`config.mk`:
```
export PLATFORM = sky130hd
export DESIGN_NAME = div_restoring_param
export DESIGN_NICKNAME = d
export VERILOG_FILES = /design/src/rtl/div_restoring_param.sv
export SDC_FILE = /design/constraint.sdc
export NUM_CORES = 1
export LEC_CHECK = 0
export CORE_MARGIN = 2
export CORE_UTILIZATION = 55
export DETAILED_ROUTE_END_ITERATION = 8
export PLACE_DENSITY = 0.8
export SLEW_MARGIN = 20
export SYNTH_ARGS = -nofsm -noshare
export SYNTH_HDL_FRONTEND = slang
export SYNTH_SLANG_ARGS = --single-unit
```
`constraint.sdc`:
```
create_clock -name clk -period 4.7 [get_ports clk]
set_clock_uncertainty 0.15 [all_clocks]
set_input_delay 0.705 -clock clk [delete_from_list [all_inputs] [get_ports clk]]
set_output_delay 0.705 -clock clk [all_outputs]
set_load 0.02 [all_outputs]
```
`src/rtl/div_restoring_param.sv`:
```
// div_restoring_param: self-sequenced restoring divider with start/done handshake,
// runtime signed mode, divide-by-zero/overflow flags and remainder output.
module div_restoring_param #(
  parameter int WIDTH     = 10,
  parameter bit SIGNED_EN = 1'b1
) (
  input  logic             clk,
  input  logic             sclr_n,
  input  logic             start,
  input  logic             signed_mode,
  input  logic [WIDTH-1:0] a_in,
  input  logic [WIDTH-1:0] b_in,
  output logic             busy,
  output logic             done,
  output logic [WIDTH-1:0] q_out,
  output logic [WIDTH-1:0] r_out,
  output logic             dbz,
  output logic             ovf
);
  localparam int CW = $clog2(WIDTH);
  localparam logic [WIDTH-1:0] MIN = {1'b1, {(WIDTH-1){1'b0}}};
  typedef enum logic [1:0] {IDLE, ITER, FIX, DONE} state_t;
  state_t           state_q;
  logic [WIDTH:0]   acc_q, shift_d, trial_d;
  logic [WIDTH-1:0] quo_q, div_q, q_out_q, r_out_q, a_abs_d, b_abs_d;
  logic [CW-1:0]    cnt_q;
  logic             neg_q_q, neg_r_q, busy_q, done_q, dbz_q, ovf_q, sm_d;
  always_comb begin
    sm_d    = SIGNED_EN && signed_mode;
    a_abs_d = (sm_d && a_in[WIDTH-1]) ? -a_in : a_in;
    b_abs_d = (sm_d && b_in[WIDTH-1]) ? -b_in : b_in;
    shift_d = {acc_q[WIDTH-1:0], quo_q[WIDTH-1]};
    trial_d = shift_d - {1'b0, div_q};
  end
  always_ff @(posedge clk) begin
    if (!sclr_n) begin
      state_q <= IDLE;
      acc_q   <= '0;
      quo_q   <= '0;
      div_q   <= '0;
      cnt_q   <= '0;
      neg_q_q <= 1'b0;
      neg_r_q <= 1'b0;
      q_out_q <= '0;
      r_out_q <= '0;
      busy_q  <= 1'b0;
      done_q  <= 1'b0;
      dbz_q   <= 1'b0;
      ovf_q   <= 1'b0;
    end else begin
      done_q <= 1'b0;
      case (state_q)
        IDLE: if (start) begin
          dbz_q <= 1'b0;
          ovf_q <= 1'b0;
          if (b_in == '0) begin
            dbz_q   <= 1'b1;
            q_out_q <= '1;
            r_out_q <= a_in;
            done_q  <= 1'b1;
            state_q <= DONE;
          end else if (sm_d && a_in == MIN && b_in == '1) begin
            ovf_q   <= 1'b1;
            q_out_q <= MIN;
            r_out_q <= '0;
            done_q  <= 1'b1;
            state_q <= DONE;
          end else begin
            q_out_q <= '0;
            r_out_q <= '0;
            quo_q   <= a_abs_d;
            div_q   <= b_abs_d;
            acc_q   <= '0;
            cnt_q   <= '0;
            neg_q_q <= sm_d && (a_in[WIDTH-1] ^ b_in[WIDTH-1]);
            neg_r_q <= sm_d && a_in[WIDTH-1];
            busy_q  <= 1'b1;
            state_q <= ITER;
          end
        end
        ITER: begin
          acc_q   <= trial_d[WIDTH] ? shift_d : trial_d;
          quo_q   <= {quo_q[WIDTH-2:0], ~trial_d[WIDTH]};
          cnt_q   <= cnt_q + CW'(1);
          state_q <= (cnt_q == CW'(WIDTH-1)) ? FIX : ITER;
        end
        FIX: begin
          q_out_q <= neg_q_q ? -quo_q : quo_q;
          r_out_q <= neg_r_q ? -acc_q[WIDTH-1:0] : acc_q[WIDTH-1:0];
          busy_q  <= 1'b0;
          done_q  <= 1'b1;
          state_q <= DONE;
        end
        DONE: state_q <= IDLE;
      endcase
    end
  end
  assign busy  = busy_q;
  assign done  = done_q;
  assign q_out = q_out_q;
  assign r_out = r_out_q;
  assign dbz   = dbz_q;
  assign ovf   = ovf_q;
endmodule

```
==> results.py, run 1 <==
metrics = {
    "die": {
        "die_x_microns": 86.2,
        "dieArea_sq_um": 7430,
        "ios": 48,
        "rows": 29,
        "initial_core_util": 0.578,
        "core_area_sq_um": 6420,
        "die_h_microns": 86.2,
    },
    "grt": {
        "grt_pass1_wl_microns": 15600,
        "top_usage_layer": "met2",
        "track_usage": 0.270,
        "antenna_found_initial": 0,
        "gr-total-overflow": 0,
        "use_met2": 0.436,
        "grt_use_met1": 0.363,
        "use_met3": 0.0524,
        "grt_pass1_vias": 3286,
        "grt_max_degree": 54,
    },
    "worst_setup_path": {
        "ff2ff_setup_slack_ns": 1.63,
        "endpoint_kind": "register",
        "cp_cell_sequence": "inv_1 > ha_1 > fa_1 > nor2b_1 > o2111a_1 > o31ai_1 > xnor2_1 > buf_4 > mux2i_1 > o21ai_0",
        "crit_slowest_cell": "xnor2_1",
        "cp.required_ns": 4.77,
        "critPathKind": "reg -> reg",
        "cpPeakStageDelay_ns": 0.51,
        "cp_top_family": "adder cells",
        "arrival_ns": 3.15,
        "cp_max_fo": 9,
        "path_buf_inv": 2,
        "startpoint_type": "register",
    },
    "yosys": {
        "synth_simple_gate_area_frac": 0.196,
        "syn_inst": 451,
        "synth_area_per_cell_sq_um": 8.23,
        "synthArstFlopShare": 0,
        "netlist_area_sq_um": 3710,
        "synth.area.mux_share": 0.0270,
        "synth-edff-count": 0,
        "synth_xor_xnor_area_share": 0.0873,
        "synth_top_family_by_area": "compound AO/OA/AOI/OAI gates",
        "seq_area_frac_synth": 0.334,
        "synth_warnings": 0,
        "synthAdderAreaFrac": 0.0627,
        "ys_seq_elements": 62,
        "ys_types": 57,
        "synth_compound_area_frac": 0.240,
        "syn-num-nets": 493,
        "synth-main-ff-cell": "dfxtp_1",
    },
    "clocking": {
        "cts_buffers": 9,
        "clock_path_buffers": 2,
        "post_cts_buffers": 0,
        "cts_resized": 0,
        "htree_levels": 3,
        "cts_hold_buf": 0,
        "cts_tree": "built",
        "clock-sinks": 62,
        "worst_skew_pair.late_latency_ns": 0.35,
        "path_clk_slew_ns": 0.07,
        "root_buffer": "clkbuf_8",
    },
    "final_layout": {
        "layout.nets": 534,
        "fillers": 530,
        "layout_common_cells": "nor2_1, dfxtp_1, clkdlybuf4s50_1",
        "layout-drive-gt1-share": 0.0585,
        "antenna_cells": 0,
        "area_growth_pct": 19.0,
        "final_common_cell": "nor2_1",
        "fin_area_sq_um": 4420,
    },
    "route": {
        "vias": 3521,
        "post_drt_via_cell_ratio": 6.14,
        "firstDrtPassIters": 5,
        "wl_per_cell_microns": 16.8,
        "antenna_left": 0,
        "drt-total-wl_microns": 9610,
        "drt-initial-drc-count": 397,
        "drc": 0,
    },
    "timing": {
        "report.final.hold_viol_count": 0,
        "max_slew.worst_pin.slew_ns": 0.920,
        "period_needed_ns": 3.07,
        "setup_viol": 0,
        "max_slew_margin": 0.386,
        "slew_violations": 0,
        "rsz0062_at_grt": "no",
        "setup_tns_ns": 0,
        "fin_crit_sh": 0.654,
        "finalWorstSetupSlack_ns": 1.63,
        "fmax_mhz": 325,
    },
    "placement": {
        "pre_cts_slack_ns": 1.39,
        "placed_area_sq_um": 4210,
        "numPortBuffers": 47,
        "dp_hpwl_microns": 6790,
        "routabilityCongestion": 0.891,
    },
    "power_and_ir_drop": {
        "finalPower_mw": 1.44,
        "power_density_nw_per_um2": 325,
        "vdd_ir_drop_max_mv": 0.199,
        "total_leakage_power_nw": 1.65,
    },
    "run": {
        "max-cap-violations": 0,
    },
    "run_status": {
        "status": "finished clean",
    },
    "worst_hold_path": {
        "hold_path.class": "reg -> reg",
    },
}
==> report_power, final <==
part	switching (mW)	total, mW	leakage (nW)	internal (mW)
sequential	0.0295	0.581	0.505	0.551
clock	0.213	0.498	0.104	0.285
combinational	0.199	0.358	1.04	0.159
==> state kept, by name (all words and copies together) (netlist names) <==
register,flops
r_out,10
state_q,2
cnt_q,4
q_out,10
dbz,1
quo_q,10
div_q,10
neg_q_q,1
done,1
neg_r_q,1
acc_q,10
ovf,1
busy,1
==> path summary, 6_finish.rpt <==
| path | startpoint | end | cells after the start |
|---|---|---|---|
| setup / recovery | quo_q[9] | acc_q[3] | 10 |
| hold / removal | q_out[5] | q_out[5] | 2 |
| setup reg to reg | quo_q[9] | acc_q[3] | 10 |
| hold reg to reg | q_out[5] | q_out[5] | 2 |
==> cell usage after synthesis (2+ instances only) <==
cell	number	area share
nor2_1	64	0.065
dfxtp_1	62	0.33
nand2_1	41	0.041
a21oi_1	29	0.039
inv_1	26	0.026
xnor2_1	22	0.052
ha_1	17	0.057
xor2_1	15	0.035
a222oi_1	13	0.035
clkbuf_1	13	0.013
o21ai_0	13	0.018
nand3_1	11	0.015
a211oi_1	10	0.020
mux2i_1	10	0.027
nor3_1	10	0.013
a221oi_1	8	0.019
a31oi_1	7	0.012
nand2b_1	5	0.0084
o31ai_1	5	0.010
or3_1	5	0.0084
buf_2	4	0.0054
nor2b_1	4	0.0067
o211ai_1	4	0.0081
o21a_1	4	0.0081
o21ai_1	4	0.0054
or4_1	4	0.0081
a311oi_1	3	0.0071
o31a_1	3	0.0071
a22o_1	2	0.0047
a22oi_1	2	0.0040
and3_1	2	0.0034
buf_4	2	0.0040
nand4_1	2	0.0034
o41ai_1	2	0.0047
==> layout make-up <==
| cell class | count | area (sq um) | share of cell area |
|---|---|---|---|
| sequential | 62 | 1240 | 0.281 |
| clock inverter | 3 | 42.5 | 0.00963 |
| inverter | 27 | 101 | 0.0229 |
| multi-input combinational | 342 | 2280 | 0.516 |
| clock buffer | 12 | 165 | 0.0374 |
| timing repair buffer | 50 | 493 | 0.112 |
| tap | 77 | 96.3 | 0.0218 |
==> layer usage <==
layer  part of all wire  routed length, microns  vias to the layer above
met2               0.45                    4360                      140
met5                  0                       0                        -
met3              0.064                     613                       13
li1                   -                       -                     1717
met4              0.015                     140                        0
met1               0.47                    4500                     1651
==> worst min-delay path, cell delays in order (launching register included) <==
cell	delay [ns]
dfxtp_1	0.31
nand2_1	0.05
a21oi_1	0.05
==> per-stage QoR <==
step / hold WS (ns) / util / instances
6_report: 0.303 / 0.688 / 573
4_1_cts: 0.304 / 0.688 / 573
3_3_place_gp: 0.291 / 0.655 / 558
5_1_grt: 0.329 / 0.688 / 573
3_5_place_dp: 0.295 / 0.655 / 558
2_1_floorplan: 0.282 / - / 451
==> kinds of logic after synthesis <==
logic type / after synthesis
DFF: 62
muxes: 10
and+or+nand+nor: 156
adders and majority gates: 18
xor gates and xnor gates: 37
buffers and inverters: 47
AOI/OAI and AO/OA: 121
No activity file was read; power rests on OpenSTA's default activity.
==> run 2, diff against run 1 <==
==> constraint.sdc (replaced) <==
create_clock -name clk -period 3.2 [get_ports clk]
set_clock_uncertainty 0.15 [all_clocks]
set_input_delay 0.48 -clock clk [delete_from_list [all_inputs] [get_ports clk]]
set_output_delay 0.48 -clock clk [all_outputs]
set_load 0.02 [all_outputs]
==> results.py, run 2 (synthesis results as in run 1) <==
metrics = {
    "clocking": {
        "cts_tree": "built",
        "cts_hold_buf": 0,
        "worst_skew_pair.late_latency_ns": 0.34,
        "cts_buffers": 9,
        "root_buffer": "clkbuf_8",
        "clock_path_buffers": 2,
        "path_clk_slew_ns": 0.07,
        "post_cts_buffers": 0,
        "htree_levels": 3,
        "clock-sinks": 62,
        "cts_resized": 0,
    },
    "placement": {
        "place_inst": 571,
        "pre_cts_slack_ns": 0.134,
        "numPortBuffers": 47,
        "dp_hpwl_microns": 7130,
        "placed_area_sq_um": 4310,
        "routabilityCongestion": 0.913,
    },
    "grt": {
        "grt_max_degree": 39,
        "grt_pass1_vias": 3311,
        "grt_pass1_wl_microns": 16000,
        "gr-total-overflow": 0,
        "track_usage": 0.271,
        "antenna_found_initial": 0,
    },
    "power_and_ir_drop": {
        "vdd_ir_drop_max_mv": 0.324,
        "power_density_nw_per_um2": 473,
        "total_leakage_power_nw": 1.71,
    },
    "worst_setup_path": {
        "startpoint_type": "register",
        "cp.required_ns": 3.33,
        "cp_max_fo": 10,
        "critPathKind": "reg -> reg",
        "endpoint_kind": "register",
        "arrival_ns": 2.90,
    },
    "die": {
        "initial_core_util": 0.578,
        "dieArea_sq_um": 7430,
        "core_area_sq_um": 6420,
        "ios": 48,
        "die_h_microns": 86.2,
        "rows": 29,
        "die_x_microns": 86.2,
    },
    "final_layout": {
        "fin_cells": 586,
        "layout-drive-gt1-share": 0.0806,
        "layout.nets": 547,
        "fin_area_sq_um": 4510,
        "antenna_cells": 0,
        "final_common_cell": "nor2_1",
        "area_growth_pct": 21.5,
        "layout_common_cells": "nor2_1, dfxtp_1, clkdlybuf4s50_1",
    },
    "timing": {
        "max_slew.worst_pin.slew_ns": 0.538,
        "report.final.hold_viol_count": 0,
        "slew_violations": 0,
        "finalWorstSetupSlack_ns": 0.429,
        "rsz0062_at_grt": "no",
        "setup_viol": 0,
        "setup_tns_ns": 0,
        "fin_crit_sh": 0.866,
        "fmax_mhz": 361,
        "max_slew_margin": 0.642,
        "hold_slack_ns": 0.321,
        "period_needed_ns": 2.77,
    },
    "route": {
        "vias": 3647,
        "wl_per_cell_microns": 16.7,
        "drc": 0,
        "drt-total-wl_microns": 9760,
        "firstDrtPassIters": 6,
        "drt-initial-drc-count": 286,
        "antenna_left": 0,
        "post_drt_via_cell_ratio": 6.22,
    },
    "worst_hold_path": {
        "hold_path.class": "reg -> reg",
    },
    "run": {
        "max-cap-violations": 0,
    },
    "run_status": {
        "status": "finished clean",
    },
}
[run 2: cell types whose count changed in the layout (fill, tap and decap cells not counted)]
cell | before | now
buf_4 | 3 | 16
nor2_1 | 63 | 64
nor2_2 | 1 | 0
[run 2: routing by layer]
metal	global-route usage	vias up	part of all wire
met5	0	-	0
met4	0.107	0	0.021
met3	0.0419	19	0.073
met2	0.427	173	0.45
met1	0.374	1700	0.46
li1	-	1755	-
[run 2: worst paths after layout]
| kind | from | to | slack (ns) | cells after the start |
|---|---|---|---|---|
| hold reg to reg | div_q[9] | div_q[9] | 0.32 | 2 |
| setup / recovery | quo_q[9] | acc_q[0] | 0.43 | 10 |
| setup reg to reg | quo_q[9] | acc_q[0] | 0.43 | 10 |
| hold / removal | div_q[9] | div_q[9] | 0.32 | 2 |
[run 2: report_power, final]
part,switching (mW),internal (mW),leakage (nW)
registers,0.0440,0.809,0.505
clock network,0.313,0.418,0.104
logic,0.299,0.250,1.10
[run 2: per-stage QoR]
step	power (mW)	util
3_5_place_dp	1.41	0.670
4_1_cts	2.12	0.703
2_1_floorplan	1.24	-
6_report	2.13	0.703
3_3_place_gp	1.39	0.670
5_1_grt	2.23	0.703
[run 2: final cells by class]
cell class / count / area, sq um
Inverter: 27 / 101
Clock inverter: 3 / 42.5
Sequential cell: 62 / 1240
Timing Repair Buffer: 63 / 591
Multi-Input combinational cell: 342 / 2280
Clock buffer: 12 / 165
Fill cell: 504 / 1910
Tap cell: 77 / 96.3
[run 2: critical path, stage by stage (launching register included)]
cell	delay, ns
dfxtp_1	0.40
inv_1	0.10
ha_1	0.24
fa_1	0.41
nor2b_1	0.18
o2111a_1	0.27
o31ai_1	0.13
xnor2_1	0.21
buf_4	0.23
mux2i_1	0.25
a22o_1	0.15
